[src/rtl/noc_output_allocator.sv]
// Switch allocator for one router output port. It does round-robin arbitration across the
// input ports, holds a wormhole lock for multi-flit packets, and gates grants on downstream credits.
//
//   state  | meaning
//   IDLE   | output free; arbitrate among eligible inputs from rr_ptr upward
//   LOCKED | a multi-flit packet owns the output until its tail flit is sent
module noc_output_allocator #(
    parameter int NUM_INPUTS        = 5,
    parameter int FLIT_BUFFER_DEPTH = 4,
    parameter int CREDIT_WIDTH      = $clog2(FLIT_BUFFER_DEPTH + 1),
    parameter int IDX_WIDTH         = $clog2(NUM_INPUTS)
) (
    input  logic                    clk_noc,
    input  logic                    rst_noc,
    input  logic [NUM_INPUTS-1:0]   req,
    input  logic [NUM_INPUTS-1:0]   req_is_tail,
    input  logic [NUM_INPUTS-1:0]   disable_turn,
    input  logic                    credit_in,
    output logic [NUM_INPUTS-1:0]   grant,
    output logic                    send,
    output logic                    locked,
    output logic [IDX_WIDTH-1:0]    owner,
    output logic [CREDIT_WIDTH-1:0] credit_count,
    output logic                    credit_error
);

    typedef enum logic {
        IDLE   = 1'b0,
        LOCKED = 1'b1
    } state_t;

    localparam logic [CREDIT_WIDTH-1:0] CREDIT_MAX = CREDIT_WIDTH'(FLIT_BUFFER_DEPTH);
    localparam logic [IDX_WIDTH-1:0]    LAST_IDX   = IDX_WIDTH'(NUM_INPUTS - 1);

    function automatic logic [IDX_WIDTH-1:0] wrap_inc(input logic [IDX_WIDTH-1:0] idx);
        return (idx == LAST_IDX) ? '0 : idx + IDX_WIDTH'(1);
    endfunction

    state_t                  state_q, state_d;
    logic [IDX_WIDTH-1:0]    rr_ptr_q, rr_ptr_d;
    logic [IDX_WIDTH-1:0]    owner_q, owner_d;
    logic [CREDIT_WIDTH-1:0] credit_q, credit_d;
    logic                    credit_error_q, credit_error_d;
    logic [NUM_INPUTS-1:0]   elig;
    logic [NUM_INPUTS-1:0]   grant_d;
    logic                    arb_found;
    logic [IDX_WIDTH-1:0]    arb_idx;
    logic [IDX_WIDTH-1:0]    cand;
    logic                    has_credit;

    assign has_credit = (credit_q != '0);

    // Rotating priority search starting at rr_ptr with wrap-around.
    always_comb begin
        elig      = req & ~disable_turn;
        arb_found = 1'b0;
        arb_idx   = rr_ptr_q;
        cand      = rr_ptr_q;
        for (int k = 0; k < NUM_INPUTS; k++) begin
            if (!arb_found && elig[cand]) begin
                arb_found = 1'b1;
                arb_idx   = cand;
            end
            cand = wrap_inc(cand);
        end
    end

    always_comb begin
        state_d  = state_q;
        rr_ptr_d = rr_ptr_q;
        owner_d  = owner_q;
        grant_d  = '0;
        case (state_q)
            IDLE: begin
                if (has_credit && arb_found) begin
                    grant_d[arb_idx] = 1'b1;
                    owner_d          = arb_idx;
                    if (req_is_tail[arb_idx]) begin
                        rr_ptr_d = wrap_inc(arb_idx);
                    end else begin
                        state_d = LOCKED;
                    end
                end
            end
            LOCKED: begin
                // The owner already passed the turn check at its head flit.
                if (has_credit && req[owner_q]) begin
                    grant_d[owner_q] = 1'b1;
                    if (req_is_tail[owner_q]) begin
                        state_d  = IDLE;
                        rr_ptr_d = wrap_inc(owner_q);
                    end
                end
            end
            default: state_d = IDLE;
        endcase
        if (rst_noc) begin
            grant_d = '0;
        end
    end

    assign grant  = grant_d;
    assign send   = |grant_d;
    assign locked = (state_q == LOCKED);
    assign owner  = owner_q;

    always_comb begin
        credit_d       = credit_q;
        credit_error_d = credit_error_q;
        if (send && !credit_in) begin
            credit_d = credit_q - CREDIT_WIDTH'(1);
        end else if (!send && credit_in) begin
            if (credit_q == CREDIT_MAX) begin
                credit_error_d = 1'b1;
            end else begin
                credit_d = credit_q + CREDIT_WIDTH'(1);
            end
        end
    end

    assign credit_count = credit_q;
    assign credit_error = credit_error_q;

    always_ff @(posedge clk_noc or posedge rst_noc) begin
        if (rst_noc) begin
            state_q        <= IDLE;
            rr_ptr_q       <= '0;
            owner_q        <= '0;
            credit_q       <= CREDIT_MAX;
            credit_error_q <= 1'b0;
        end else begin
            state_q        <= state_d;
            rr_ptr_q       <= rr_ptr_d;
            owner_q        <= owner_d;
            credit_q       <= credit_d;
            credit_error_q <= credit_error_d;
        end
    end

endmodule

[config.mk]
export PLATFORM = sky130hd
export DESIGN_NAME = noc_output_allocator
export DESIGN_NICKNAME = d
export VERILOG_FILES = /design/src/rtl/noc_output_allocator.sv
export SDC_FILE = /design/constraint.sdc
export NUM_CORES = 1
export LEC_CHECK = 0
export CAP_MARGIN = 20
export CORE_ASPECT_RATIO = 1.1
export CORE_MARGIN = 5
export CORE_UTILIZATION = 50
export DETAILED_ROUTE_END_ITERATION = 8
export HOLD_SLACK_MARGIN = 0.02
export PLACE_DENSITY = 0.83
export REMOVE_ABC_BUFFERS = 1
export SYNTH_ARGS = -nofsm -noshare
export SYNTH_HDL_FRONTEND = slang
export SYNTH_SLANG_ARGS = --single-unit
[constraint.sdc]
create_clock -name clk_noc -period 15.45 [get_ports clk_noc]
set_input_delay 1.545 -clock clk_noc [delete_from_list [all_inputs] [get_ports clk_noc]]
set_output_delay 1.545 -clock clk_noc [all_outputs]
set_load 0.01 [all_outputs]
==> results of run 1 <==
==> worst max-delay path, cell delays in order, from the launching register on <==
cell and delay, ns:
dfrtp_1 0.59, inv_1 0.15, ha_1 0.28, a21oi_1 0.35
inv_1 0.09, ha_1 0.26, o21ai_0 0.12, a22o_1 0.27
inv_1 0.12, ha_1 0.30, or3_1 0.32, a31oi_1 0.31
a211oi_4 0.15, o311a_1 0.19, a311o_1 0.35, or3_1 0.37
o311ai_0 0.12, a31o_1 0.40, inv_1 0.15, a32oi_1 0.18
nor2_1 0.06, clkdlybuf4s50_1 0.49
==> through the flow <==
stage	cells	area, sq um	util, %
after floorplan	227	1870	-
after CTS	312	2280	62.5
after detailed placement	308	2240	61.2
final	312	2280	62.5
after global routing	312	2280	62.5
after global placement	308	2240	61.2
==> routing by layer <==
layer / vias to the layer above / wire length, um / GRT usage, %
met4: 0 / 195 / 11.7
li1: 956 / - / -
met1: 921 / 2250 / 28.8
met2: 83 / 2630 / 38.1
met3: 16 / 296 / 3.43
met5: - / 0 / 0
==> logic make-up (layout without fill, tap and decap cells) <==
logic type	Yosys count	in the layout
XOR/XNOR	1	1
AO/OA/AOI/OAI	72	72
flip-flops	11	11
adder cells (fa/ha/maj)	14	14
buffers and inverters	30	55
AND/OR/NAND/NOR	88	88
multiplexers	21	21
==> cell usage after synthesis, types with 2 or more instances <==
cell type,number
a21o_1,4
a21oi_1,13
a22oi_1,2
a311o_1,2
a311oi_1,3
a31o_1,2
a31o_2,2
a31oi_1,6
a32oi_1,3
and2_1,2
and3_1,2
buf_1,2
buf_2,3
clkbuf_1,5
dfrtp_1,10
ha_1,13
inv_1,20
mux2_2,4
mux2i_1,13
mux4_2,4
nand2_1,14
nand2b_1,7
nand3_1,6
nor2_1,21
nor2b_1,7
nor3_1,6
nor3b_1,2
o21ai_0,12
o311a_1,3
o311ai_0,2
or2_2,2
or3_1,5
or4_1,2
or4_4,2
==> registers in the layout, indices dropped and copies added, names as in the netlist <==
| name | count |
|---|---|
| rr_ptr_q | 3 |
| credit_count | 3 |
| locked | 1 |
| owner | 3 |
| credit_error | 1 |
==> placed cells by master (no fill, tap or decap), drive strengths merged, types with 10 or more instances in the layout <==
cell type	count
dfrtp	10
a21oi	13
nor2	21
nand2	14
inv	20
ha	13
mux2i	13
clkdlybuf4s50	31
o21ai	13
==> layout make-up <==
cell class	instances	area, sq um	share of cell area [%]
Clock buffer	4	45.0	1.97
Multi-Input combinational cell	196	1510	66.3
Tap cell	50	62.6	2.74
Timing Repair Buffer	31	310	13.6
Sequential cell	11	277	12.1
Inverter	20	75.1	3.29
==> final timing paths <==
path	end	slack (ns)
max	grant[2]	8.03
min	credit_error	0.48
max reg2reg	credit_count[2]	9.47
min reg2reg	credit_error	0.48
max in group asynchronous	credit_count[2]	13.37
min in group asynchronous	owner[2]	1.76
==> impl_metrics.toml, run 1 <==
[sta]
layout_worst_path_cycle_share_pct = 48.0
setup-violations-final = 0
fin_crit_ns = 7.42
max_slew.worst_pin.slew_ns = 0.597
max_freq_ghz = 0.135
grt_setup_unrepaired = "no"
worst_clock_skew_ns = 0.00249
final-max-slew-violation-count = 0
setup_tns_ns = 0
number_of_hold_slack_violations_in_the_final_timing_report = 0
hold-worst-slack_ns = 0.478
post-route-worst-setup-slack_ns = 8.03
maxSlewHeadroom_pct = 59.9

[worst_setup_path]
crit_fanout = 13
worst_r2r_startpoint = "rr_ptr_q[0]"
setup.worst_path.class = "register to output port"
timing.critical_path.required_ns = 13.91
endpoint_kind = "output port"
crit_path_start_kind = "register"
crit_start = "rr_ptr_q[0]"
worstPathArrival_ns = 5.88
reg2reg_depth = 24

[route]
num_vias = 1976
first_pass_iters = 4
detail_route.drc_violations = 0
drt_iter0_drc = 254
wirelength_mm = 5.37
route.antenna.remaining_nets = 0
wire_length_per_cell_um = 17.2
post_drt_via_cell_ratio = 6.33

[synthesis]
yosys.area_share.adder_pct = 9.58
combinational_family_with_the_most_area_after_synthesis = "compound AO/OA/AOI/OAI gates"
post_synth_inst_count = 237
ys.flop_type = "dfrtp_1"
synthDistinctLibCells = 65
syn_area_sq_mm = 0.00191
post-synth-top-area-cell = "dfrtp_1"
seq_area_frac_synth_pct = 14.5
ys_seq_elements = 11
post_synthesis_mux_area_share_pct = 13.9
async_set_reset_flop_share_out_of_synthesis_pct = 100
synth-edff-count = 0
synth_compound_gate_area_share_pct = 29.5
yosys.area_share.simple_pct = 25.9
synth_xor_xnor_area_share_pct = 0.459
synthesis.area_per_instance_sq_um = 8.05
ys_warn_count = 0
netlist.area_leader.share_pct = 13.1
synth_top_cells_by_area = "dfrtp_1, ha_1, mux2i_1"

[clock_tree]
clkSinkCount = 11
tritoncts_clock_tree = "done"
clock_tree_root_buffer_cell = "clkbuf_8"
cts.path.max_buffers = 2
post_cts_hold_buffer_count = 0
postCtsSetupRepairBufs = 0
path_clk_slew_ns = 0.05
cts_buffers = 3
cts-htree-levels = 1
clkLatencyLatePin_ns = 0.24
ctsResizeCount = 0

[cells_and_area]
drive_gt1_share_pct = 10.3
num-nets-final = 295
syn_to_final_growth_pct = 19.8
antenna_cells = 0
fill_cells = 336

[worst_hold_path]
holdCritPathClass = "register to register"
hold-path-cell-count = 1
hold_start = "credit_error"

[global_routing]
grtUsageTotal_pct = 23.0
grt_overflow = 0
largest_net_degree_at_the_start_of_global_routing = 17
grt_first_pass_wirelength_mm = 9.09
first_global_vias = 1970
initial_antenna_violation_count = 0

[floorplanning]
total_i_o_pin_count = 32
rows = 23
die_area_sq_mm = 0.00515
initial_utilization_pct = 52.2
core_sq_mm = 0.00365
die-height_um = 74.8
chipWidth_um = 68.9

[status]
run_status = "finished, final reports clean"

[placed_design]
port_buffers = 31
place_hpwl_mm = 4.30
gpl.final_weighted_congestion = 0.969
dpl_worst_slack_ns = 8.37

[flow_run]
max_cap_violations = 0
Power of run 1 is left out: the tool's default activity adds up to more than one toggle a clock period on the data nets, which glitch-free logic cannot reach.
==> run 2: changes to the inputs <==
- clock period: 15.45 -> 7.2 ns (I/O delays scaled with it)
==> impl_metrics.toml, run 2 (synthesis gave the netlist of run 1 again) <==
[route]
route.antenna.remaining_nets = 0
post_drt_via_cell_ratio = 6.41
drt-met1-wl_mm = 2.29
detail_route.drc_violations = 0
wirelength_mm = 5.37
uppermost_signal_routing_layer_after_detailed_routing = "met4"
drt_iter0_drc = 243
first_pass_iters = 4
num_vias = 1999
route.met2.wl_mm = 2.54
wire_length_per_cell_um = 17.2
met3_length_um = 354

[worst_setup_path]
crit_path_max_incr_delay_ns = 0.59
endpoint_kind = "output port"
worst_r2r_startpoint = "rr_ptr_q[0]"
timing.reg2reg.setup_slack_ns = 1.13
cpLargestDelayFamily = "compound AO/OA/AOI/OAI gates"
critPathBufInv = 4
crit_start = "rr_ptr_q[0]"
cp_cell_sequence = "inv_1, ha_1, a21oi_1, inv_1, ha_1, o21ai_0, a22o_1, inv_1, ha_1, or3_1, a31oi_1, a211oi_4, o311a_1, a311oi_1, mux2i_1, a2bb2oi_4, nor2b_1, a41oi_1, nor2_1, clkdlybuf4s50_1"
worstPathArrival_ns = 5.89
setup.worst_path.class = "register to output port"
cell_at_the_slowest_stage_of_the_critical_path = "dfrtp_1"
crit_path_start_kind = "register"
crit_fanout = 13
timing.critical_path.required_ns = 6.48

[sta]
grt_setup_unrepaired = "no"
fin_crit_ns = 6.61
setup_tns_ns = 0
worst_clock_skew_ns = 0.00291
maxSlewHeadroom_pct = 58.0
final-max-slew-violation-count = 0
number_of_hold_slack_violations_in_the_final_timing_report = 0
setup-violations-final = 0
max_slew.worst_pin.slew_ns = 0.626
max_freq_ghz = 0.151
layout_worst_path_cycle_share_pct = 91.8

[floorplanning]
die_area_sq_mm = 0.00515
total_i_o_pin_count = 32
core_sq_mm = 0.00365
chipWidth_um = 68.9
die-height_um = 74.8
rows = 23
initial_utilization_pct = 52.2

[cells_and_area]
layout_commonest_cell = "clkdlybuf4s50_1"
antenna_cells = 0
num-nets-final = 295
most_used_cells_in_the_layout_excluding_fill_and_tap_cells = "clkdlybuf4s50_1, nor2_1, inv_1"
final_design_area_no_fill_sq_mm = 0.00228
drive_gt1_share_pct = 10.3
syn_to_final_growth_pct = 19.8

[global_routing]
first_global_vias = 1954
grtUsageTotal_pct = 22.1
grt_overflow = 0
largest_net_degree_at_the_start_of_global_routing = 17
grt_first_pass_wirelength_mm = 8.92
initial_antenna_violation_count = 0

[clock_tree]
clkLatencyLatePin_ns = 0.23
cts.path.max_buffers = 2
cts_buffers = 3
cts-htree-levels = 1
tritoncts_clock_tree = "done"
post_cts_hold_buffer_count = 0
ctsResizeCount = 0
clock_tree_root_buffer_cell = "clkbuf_8"
path_clk_slew_ns = 0.05
clkSinkCount = 11
postCtsSetupRepairBufs = 0

[status]
run_status = "finished, final reports clean"

[placed_design]
detailed_place.area_sq_mm = 0.00224
gpl.final_weighted_congestion = 0.968
port_buffers = 31
place_hpwl_mm = 4.22

[worst_hold_path]
hold_start = "credit_error"
holdCritPathClass = "register to register"

[flow_run]
max_cap_violations = 0
[run 2: cell counts in the layout (fill, tap and decap cells not counted)]
Identical to the previous run, type by type.
[run 2: worst paths after layout]
| path | endpoint | cells after the start |
|---|---|---|
| worst max-delay path | grant[4] | 20 |
| worst min-delay path | credit_error | 1 |
| worst max register to register | credit_count[2] | 24 |
| worst min register to register | credit_error | 1 |
| max in group asynchronous | credit_count[2] | 2 |
| min in group asynchronous | owner[2] | 2 |
[run 2: per-stage QoR]
step	std cells	util (%)	hold slack (ns)	worst slack, ns
after floorplan	227	-	0.512	1.83
after global placement	308	61.2	0.467	1.11
after detailed placement	308	61.2	0.459	0.920
after CTS	312	62.5	0.486	0.644
after global routing	312	62.5	0.492	0.140
final	312	62.5	0.480	0.588
[run 2: worst register-to-register path, cell delays in order, from the launching register on]
cell,delay [ns]
dfrtp_1,0.59
inv_1,0.15
ha_1,0.29
a21oi_1,0.36
inv_1,0.09
ha_1,0.26
o21ai_0,0.12
a22o_1,0.28
inv_1,0.13
ha_1,0.29
or3_1,0.34
a31oi_1,0.29
a211oi_4,0.15
mux2i_1,0.24
nor4_1,0.39
or4_4,0.21
nand3b_2,0.18
a21oi_1,0.31
ha_1,0.30
inv_1,0.10
fa_1,0.42
nor3_1,0.20
a21oi_1,0.06
o21ai_0,0.15
o31ai_1,0.09
[run 2: metal layers]
| metal | vias to the layer above | global-route usage, % |
|---|---|---|
| met4 | 0 | 10.2 |
| li1 | 955 | - |
| met2 | 93 | 35.6 |
| met3 | 18 | 2.54 |
| met1 | 933 | 29.3 |
| met5 | - | 0 |
[run 2: final cells by class]
cell class | instances | area [sq um]
multi-input combinational | 196 | 1510
fill | 333 | 1370
timing repair buffer | 31 | 310
sequential | 11 | 277
inverter | 20 | 75.1
tap | 50 | 62.6
clock buffer | 4 | 45.0
Power of run 2 is left out for the same reason.
==> run 3: changes to the inputs <==
- CAP_MARGIN: 20 -> unset
==> results of run 3 <==
Final layout, timing and power as in run 2 (identical DEF).
Power of run 3 is left out for the same reason.
